**src/rtl/elevator_call_queue.sv**
```systemverilog
// elevator_call_queue: hall-call pending set with fixed-priority or LOOK-scan dequeue
module elevator_call_queue #(
   parameter int FLOORS = 4,
   parameter int FW     = 2,
   parameter int MODE   = 0,
   parameter int CW     = 3
) (
   input  logic              clk,
   input  logic              rst_n,
   input  logic              req_valid,
   input  logic [FW-1:0]     req_floor,
   input  logic              req_dir,
   input  logic              done,
   input  logic [FW-1:0]     cur_floor,
   input  logic              cur_dir,
   input  logic              flush,
   output logic              out_valid,
   output logic [FW-1:0]     out_floor,
   output logic              out_dir,
   output logic [FLOORS-1:0] pend_up,
   output logic [FLOORS-1:0] pend_dn,
   output logic [CW-1:0]     count,
   output logic              q_empty
);
   logic [FLOORS-1:0] pend_up_q, pend_up_d, pend_dn_q, pend_dn_d;
   logic              out_valid_q, out_valid_d, out_dir_q, out_dir_d;
   logic [FW-1:0]     out_floor_q, out_floor_d;
   logic              found, sel_d;
   logic [FW-1:0]     sel_f;
   int                cf;
   always_comb begin
      cf = (int'(cur_floor) >= FLOORS) ? FLOORS - 1 : int'(cur_floor);
      found = 1'b0;
      sel_f = '0;
      sel_d = 1'b0;
      if (MODE == 0) begin
         for (int i = 0; i < FLOORS; i++)
            if (!found && pend_up_q[i]) begin found = 1'b1; sel_f = FW'(i); sel_d = 1'b0; end
         for (int i = 0; i < FLOORS; i++)
            if (!found && pend_dn_q[i]) begin found = 1'b1; sel_f = FW'(i); sel_d = 1'b1; end
      end else if (!cur_dir) begin
         for (int i = 0; i < FLOORS; i++)
            if (!found && i >= cf && pend_up_q[i]) begin found = 1'b1; sel_f = FW'(i); sel_d = 1'b0; end
         for (int i = FLOORS - 1; i >= 0; i--)
            if (!found && pend_dn_q[i]) begin found = 1'b1; sel_f = FW'(i); sel_d = 1'b1; end
         for (int i = 0; i < FLOORS; i++)
            if (!found && i < cf && pend_up_q[i]) begin found = 1'b1; sel_f = FW'(i); sel_d = 1'b0; end
      end else begin
         for (int i = FLOORS - 1; i >= 0; i--)
            if (!found && i <= cf && pend_dn_q[i]) begin found = 1'b1; sel_f = FW'(i); sel_d = 1'b1; end
         for (int i = 0; i < FLOORS; i++)
            if (!found && pend_up_q[i]) begin found = 1'b1; sel_f = FW'(i); sel_d = 1'b0; end
         for (int i = FLOORS - 1; i >= 0; i--)
            if (!found && i > cf && pend_dn_q[i]) begin found = 1'b1; sel_f = FW'(i); sel_d = 1'b1; end
      end
   end
   // Request is set before the selected bit is cleared, so a matching same-cycle call is absorbed
   always_comb begin
      pend_up_d = pend_up_q;
      pend_dn_d = pend_dn_q;
      for (int i = 0; i < FLOORS; i++) begin
         if (req_valid && int'(req_floor) == i) begin
            if (!req_dir && i < FLOORS - 1) pend_up_d[i] = 1'b1;
            if (req_dir && i > 0) pend_dn_d[i] = 1'b1;
         end
         if (done && found && int'(sel_f) == i) begin
            if (sel_d) pend_dn_d[i] = 1'b0;
            else pend_up_d[i] = 1'b0;
         end
      end
      if (flush) begin
         pend_up_d = '0;
         pend_dn_d = '0;
      end
      out_valid_d = done && found && !flush;
      out_floor_d = out_valid_d ? sel_f : '0;
      out_dir_d   = out_valid_d & sel_d;
   end
   always_ff @(posedge clk or negedge rst_n) begin
      if (!rst_n) begin
         pend_up_q   <= '0;
         pend_dn_q   <= '0;
         out_valid_q <= 1'b0;
         out_floor_q <= '0;
         out_dir_q   <= 1'b0;
      end else begin
         pend_up_q   <= pend_up_d;
         pend_dn_q   <= pend_dn_d;
         out_valid_q <= out_valid_d;
         out_floor_q <= out_floor_d;
         out_dir_q   <= out_dir_d;
      end
   end
   always_comb begin
      count = '0;
      for (int i = 0; i < FLOORS; i++) count = count + CW'(pend_up_q[i]) + CW'(pend_dn_q[i]);
   end
   assign q_empty   = ~|{pend_up_q, pend_dn_q};
   assign pend_up   = pend_up_q;
   assign pend_dn   = pend_dn_q;
   assign out_valid = out_valid_q;
   assign out_floor = out_floor_q;
   assign out_dir   = out_dir_q;
endmodule

```
**config.mk**
```make
export PLATFORM = sky130hd
export DESIGN_NAME = elevator_call_queue
export DESIGN_NICKNAME = d
export VERILOG_FILES = /design/src/rtl/elevator_call_queue.sv
export SDC_FILE = /design/constraint.sdc
export NUM_CORES = 1
export LEC_CHECK = 0
export ABC_AREA = 1
export CAP_MARGIN = 5
export CORE_MARGIN = 2
export CORE_UTILIZATION = 36
export CTS_BUF_LIST = sky130_fd_sc_hd__clkbuf_4 sky130_fd_sc_hd__clkbuf_8 sky130_fd_sc_hd__clkbuf_16
export CTS_CLUSTER_SIZE = 20
export DETAILED_ROUTE_END_ITERATION = 8
export PLACE_DENSITY = 0.67
export SLEW_MARGIN = 20
export SYNTH_ARGS = -nofsm -noshare
export SYNTH_HDL_FRONTEND = slang
export SYNTH_SLANG_ARGS = --single-unit
export TNS_END_PERCENT = 100
```
**constraint.sdc**
```tcl
create_clock -name clk -period 4.6 [get_ports clk]
set_input_delay 1.38 -clock clk [delete_from_list [all_inputs] [get_ports clk]]
set_output_delay 1.38 -clock clk [all_outputs]
set_load 0.03 [all_outputs]
```
Word-level counts from Yosys, hierarchy flattened

Cells that the tools add are included.

Mux-type cells: 50
Reduce and logical (&&, ||, !) cells: 34
Add/subtract/negate cells: 7
Equality and inequality tests: 7
Bitwise operators: 1

Operator list:

| cell                                                                   | count |
|---|---|
| 1-bit two-way mux                                                      | 41 |
| 1-bit logical AND                                                      | 17 |
| 3-bit by 1-bit adder with 3-bit output                                 | 5 |
| 2-bit two-way mux                                                      | 7 |
| 1-bit logical NOT                                                      | 9 |
| 2-bit equality test (second input constant)                            | 4 |
| 4-bit two-way mux                                                      | 2 |
| 8-bit OR reduction                                                     | 1 |
| 2-bit nonzero test                                                     | 3 |
| 2-bit by 1-bit equality test with 1-bit output (second input constant) | 2 |
| 2-bit logical NOT                                                      | 2 |
| 2-bit AND reduction                                                    | 2 |
| 2-bit by 1-bit adder with 3-bit output                                 | 1 |
| 1-bit by 1-bit adder with 2-bit output                                 | 1 |
| 2-bit inequality test (second input constant)                          | 1 |
| 1-bit bitwise AND                                                      | 1 |

Output and inout bits: 16
Flip-flop bits (word level): 12
Input bits: 11

Longest topological paths before layout

Word-level depth: 26
Gate-level depth with buffers: 10
Mapped depth without buffers: 10

Worst setup path before layout

OpenSTA, ideal clock, no wires.

Path kind: flip-flop to output port
From: register pend_up_q[0], in the netlist pend_up[0]
To: output port count[1]
Arrival time: 2.426 ns
Setup slack: 0.794 ns
Cell stages (with the launch flop): 9
Path buffers: 0
Path through: dfrtp_1 fa_1 inv_1 fa_1 inv_1 ha_1 inv_1 fa_1 inv_1

Word-level cells in the longest chain between the ends: 7

Ends and longest elaborated chain:

| what                                                 | RTL line | source |
|---|---|---|
| start: declaration                                   | 25       | `logic [FLOORS-1:0] pend_up_q, pend_up_d, pend_dn_q, pend_dn_d;` |
| start signal: assignment                             | 87       | `pend_up_q <= pend_up_d;` |
| 1-bit by 1-bit adder with 2-bit output               | 96       | `for (int i = 0; i < FLOORS; i++) count = count + CW'(pend_up_q[i]) + CW'(pend_dn_q[i]);` |
| 2-bit by 1-bit adder with 3-bit output               | 96       |  |
| 3-bit by 1-bit adder with 3-bit output (5 in series) | 96       |  |
| end: declaration                                     | 22       | `output logic [CW-1:0] count,` |

Every way passes these cells.

Final worst setup path

From: register pend_up_q[1], in the netlist pend_up[1]
To: output port count[2]

Word-level cells in the longest chain between the ends: 6

Ends and longest elaborated chain:

| what                                                 | RTL line |
|---|---|
| 2-bit by 1-bit adder with 3-bit output               | 96 |
| 3-bit by 1-bit adder with 3-bit output (5 in series) | 96 |

Every way passes these cells.

==> metrics.md <==
| Metric | Value |
|---|---|
| Syn avg cell area | `7.204 um^2` |
| CP max FO | `5` |
| Initial core utilization | `around 38%` |
| Peak supply drop | `145.2 uV` |
| Antenna Nets Post-Route | `0` |
| Clock Skew | `roughly 0.0026 ns` |
| R2R Path End | `out_floor[0]` |
| Seq. cell area | `between 200 and 300 um^2` |
| Status | `completed` |
| DRC | `0` |
| HPWL Detailed | `1.329 mm` |
| Non-filler cells in the finished layout | `154` |
| R2R depth | `9` |
| Seq cells post-synth | `10` |
| CTS Hold Bufs | `0` |
| Vias in the first global route | `~630` |
| Hold Vio Cnt, Final | `0` |
| Min Tclk post-route | `around 4.4 ns` |
| TritonCTS clock tree | `yes` |
| Total power | `0.0002444 W` |
| Worst Hold End | `pend_dn[3]` |
| Max cap viols | `0` |
| Global route total overflow | `0` |
| Die height | `49.40 um` |
| Total Wirelength | `1.591 mm` |
| Gpl congestion | `between 0.8 and 0.9` |
| Drt initial violations | `12` |
| Layout fillers | `209` |
| PD cells | `approximately 240 nW/um^2` |
| First-pass GRT wire length | `2.725 mm` |
| Setup violators final | `0` |
| Share of post-route cells with drive strength above 1 | `8.661%` |
| Type of destination of the critical path | `output pin` |
| Worst hold path depth | `2` |
| Placed instance count | `150` |
| CP Launch Type | `flip-flop` |
| Via count | `~700` |
| Diode count | `0` |
| Drt via density | `roughly 4.5` |
| Multi-input gate area | `about 380 um^2` |
| Min-delay src | `pend_dn[3]` |
| Clk buf depth | `2` |
| Clock Pin Slew Worst Setup and Hold Paths | `~0.07 ns` |
| RSZ-0062 raised after global routing | `false` |
| Die X | `49.40 um` |
| Clk sinks | `10` |
| Worst-Skew Late Latency | `approximately 0.28 ns` |
| Yosys warnings | `0` |
| Number of gates resized after cts | `0` |
| Worst path arrival time | `3.04 ns` |
| Layout net count | `146` |
| Lkg Pwr | `approximately 0.53 nW` |
| Commonest cells after routing, fill and taps aside | `inv_1 (24), clkdlybuf4s50_1 (20), nand2_1 (17)` |
| Num CTS Buffers | `3` |
| R2R Path Start | `pend_up[0]` |
| Sequential share of the synthesized area | `between 30 and 40%` |
| Reg2reg setup slack | `approximately 3 ns` |
| Fin Setup TNS | `0 ns` |
| Worst EP required | `between 3 and 4 ns` |
| Syn Inst Count | `103` |
| Number of antenna violations at the first check in global routing | `0` |
| Hold/Removal Path Class | `flip-flop to flip-flop` |
| Root buf cell | `clkbuf_4` |
| Gr usage total | `about 15%` |
| Largest net degree at the start of global routing | `11` |
| DIE AREA | `2440 um^2` |
| Period Utilization, post-route | `roughly 96%` |
| Core ar. | `~2000 um^2` |
| Rows | `16` |
| Path type of the worst setup path | `flip-flop to output pin` |
| Core Util, Final | `a little over 50%` |
| Num ports | `27` |
| Max Freq | `226.5 MHz` |
| Cell variety after synth | `18` |
| First drt pass iteration count | `4` |
| Wire per inst | `a little over 10 um` |
| Port buffer count | `21` |
| Final Max Tran Viols | `0` |
| Most common cell after layout, fill and taps aside | `inv_1` |
| CTS H-tree depth | `1` |
| Setup Fix Bufs, Post-CTS | `0` |
| Synth Cell Area | `742.0 um^2` |
| Area Overhead vs Synth | `36.59%` |
==> flip-flops by register name, summed over array words and instances, names as in the netlist <==
register and flops:
pend_dn 3, pend_up 3, out_floor 2, out_dir 1
out_valid 1
==> metal layers <==
metal | global-route usage, % | share of wire, % | routed length, um
met5 | 0 | 0 | 0
met4 | 8.333 | 2.9 | 46
met3 | 1.840 | 4.7 | 75
met2 | 25.23 | 50 | 802
met1 | 18.04 | 42 | 666
==> metrics by stage <==
step	hold WS [ns]	worst slack [ns]	cell area, um^2
floorplan	0.7807	0.7943	745.7
global placement	0.6928	0.3538	974.7
detailed placement	0.6675	0.3496	974.7
CTS	0.7025	0.04087	1011
global route	0.7455	0.04665	1013
finish	0.6911	0.1841	1013
==> Yosys cell counts <==
master | n | share of area, %
nand3_2 | 1 | 1.3
nor2_4 | 1 | 1.5
nor2_1 | 14 | 7.1
conb_1 | 1 | 0.51
nand4_1 | 3 | 2.5
inv_2 | 2 | 1.0
ha_1 | 4 | 6.7
nor3_1 | 2 | 1.3
a21oi_1 | 5 | 3.4
fa_1 | 3 | 8.1
nor2_2 | 2 | 1.7
o21ai_0 | 5 | 3.4
dfrtp_1 | 10 | 34
inv_1 | 24 | 12
nand3_1 | 6 | 4.0
nand2_2 | 1 | 0.84
nand2_1 | 17 | 8.6
buf_4 | 2 | 2.0
==> final cells by class <==
type | instances | share of cell area, %
clock buffer | 4 | 3.580
inverter | 26 | 9.630
multi-input combinational | 66 | 37.78
sequential | 10 | 24.69
tap | 27 | 3.333
timing repair buffer | 21 | 20.99
==> logic make-up (layout without fill, tap and decap cells) <==
group	Yosys count	count (layout)	synth area share, %
other	1	2	0.5054
AND/OR/NAND/NOR	47	47	29.01
flip-flops	10	10	33.73
AO/OA/AOI/OAI	10	10	6.744
adder cells (fa/ha/maj)	7	7	14.84
buffers and inverters	28	51	15.18
==> power breakdown <==
| part | switching [W] | internal, W |
|---|---|---|
| combinational | 0.0000417 | 0.0000266 |
| clock | 0.0000341 | 0.0000482 |
| sequential | 0.00000315 | 0.0000907 |
==> how the worst max path moves through the flow <==
stage,cells past startpoint,start,to
global route,9,pend_up[1],count[2]
finish,9,pend_up[1],count[2]
floorplan,8,pend_up[0],count[1]
CTS,9,pend_up[1],count[1]
global placement,9,pend_up[1],count[1]
detailed placement,9,pend_up[1],count[1]
==> critical path: stages, from the launching register on <==
cell	delay (ns)
dfrtp_1	0.44
fa_1	0.52
inv_1	0.05
fa_1	0.42
inv_1	0.07
ha_1	0.13
inv_1	0.05
fa_1	0.35
inv_1	0.06
clkdlybuf4s50_1	0.66
No activity file was read; power rests on OpenSTA's default activity.
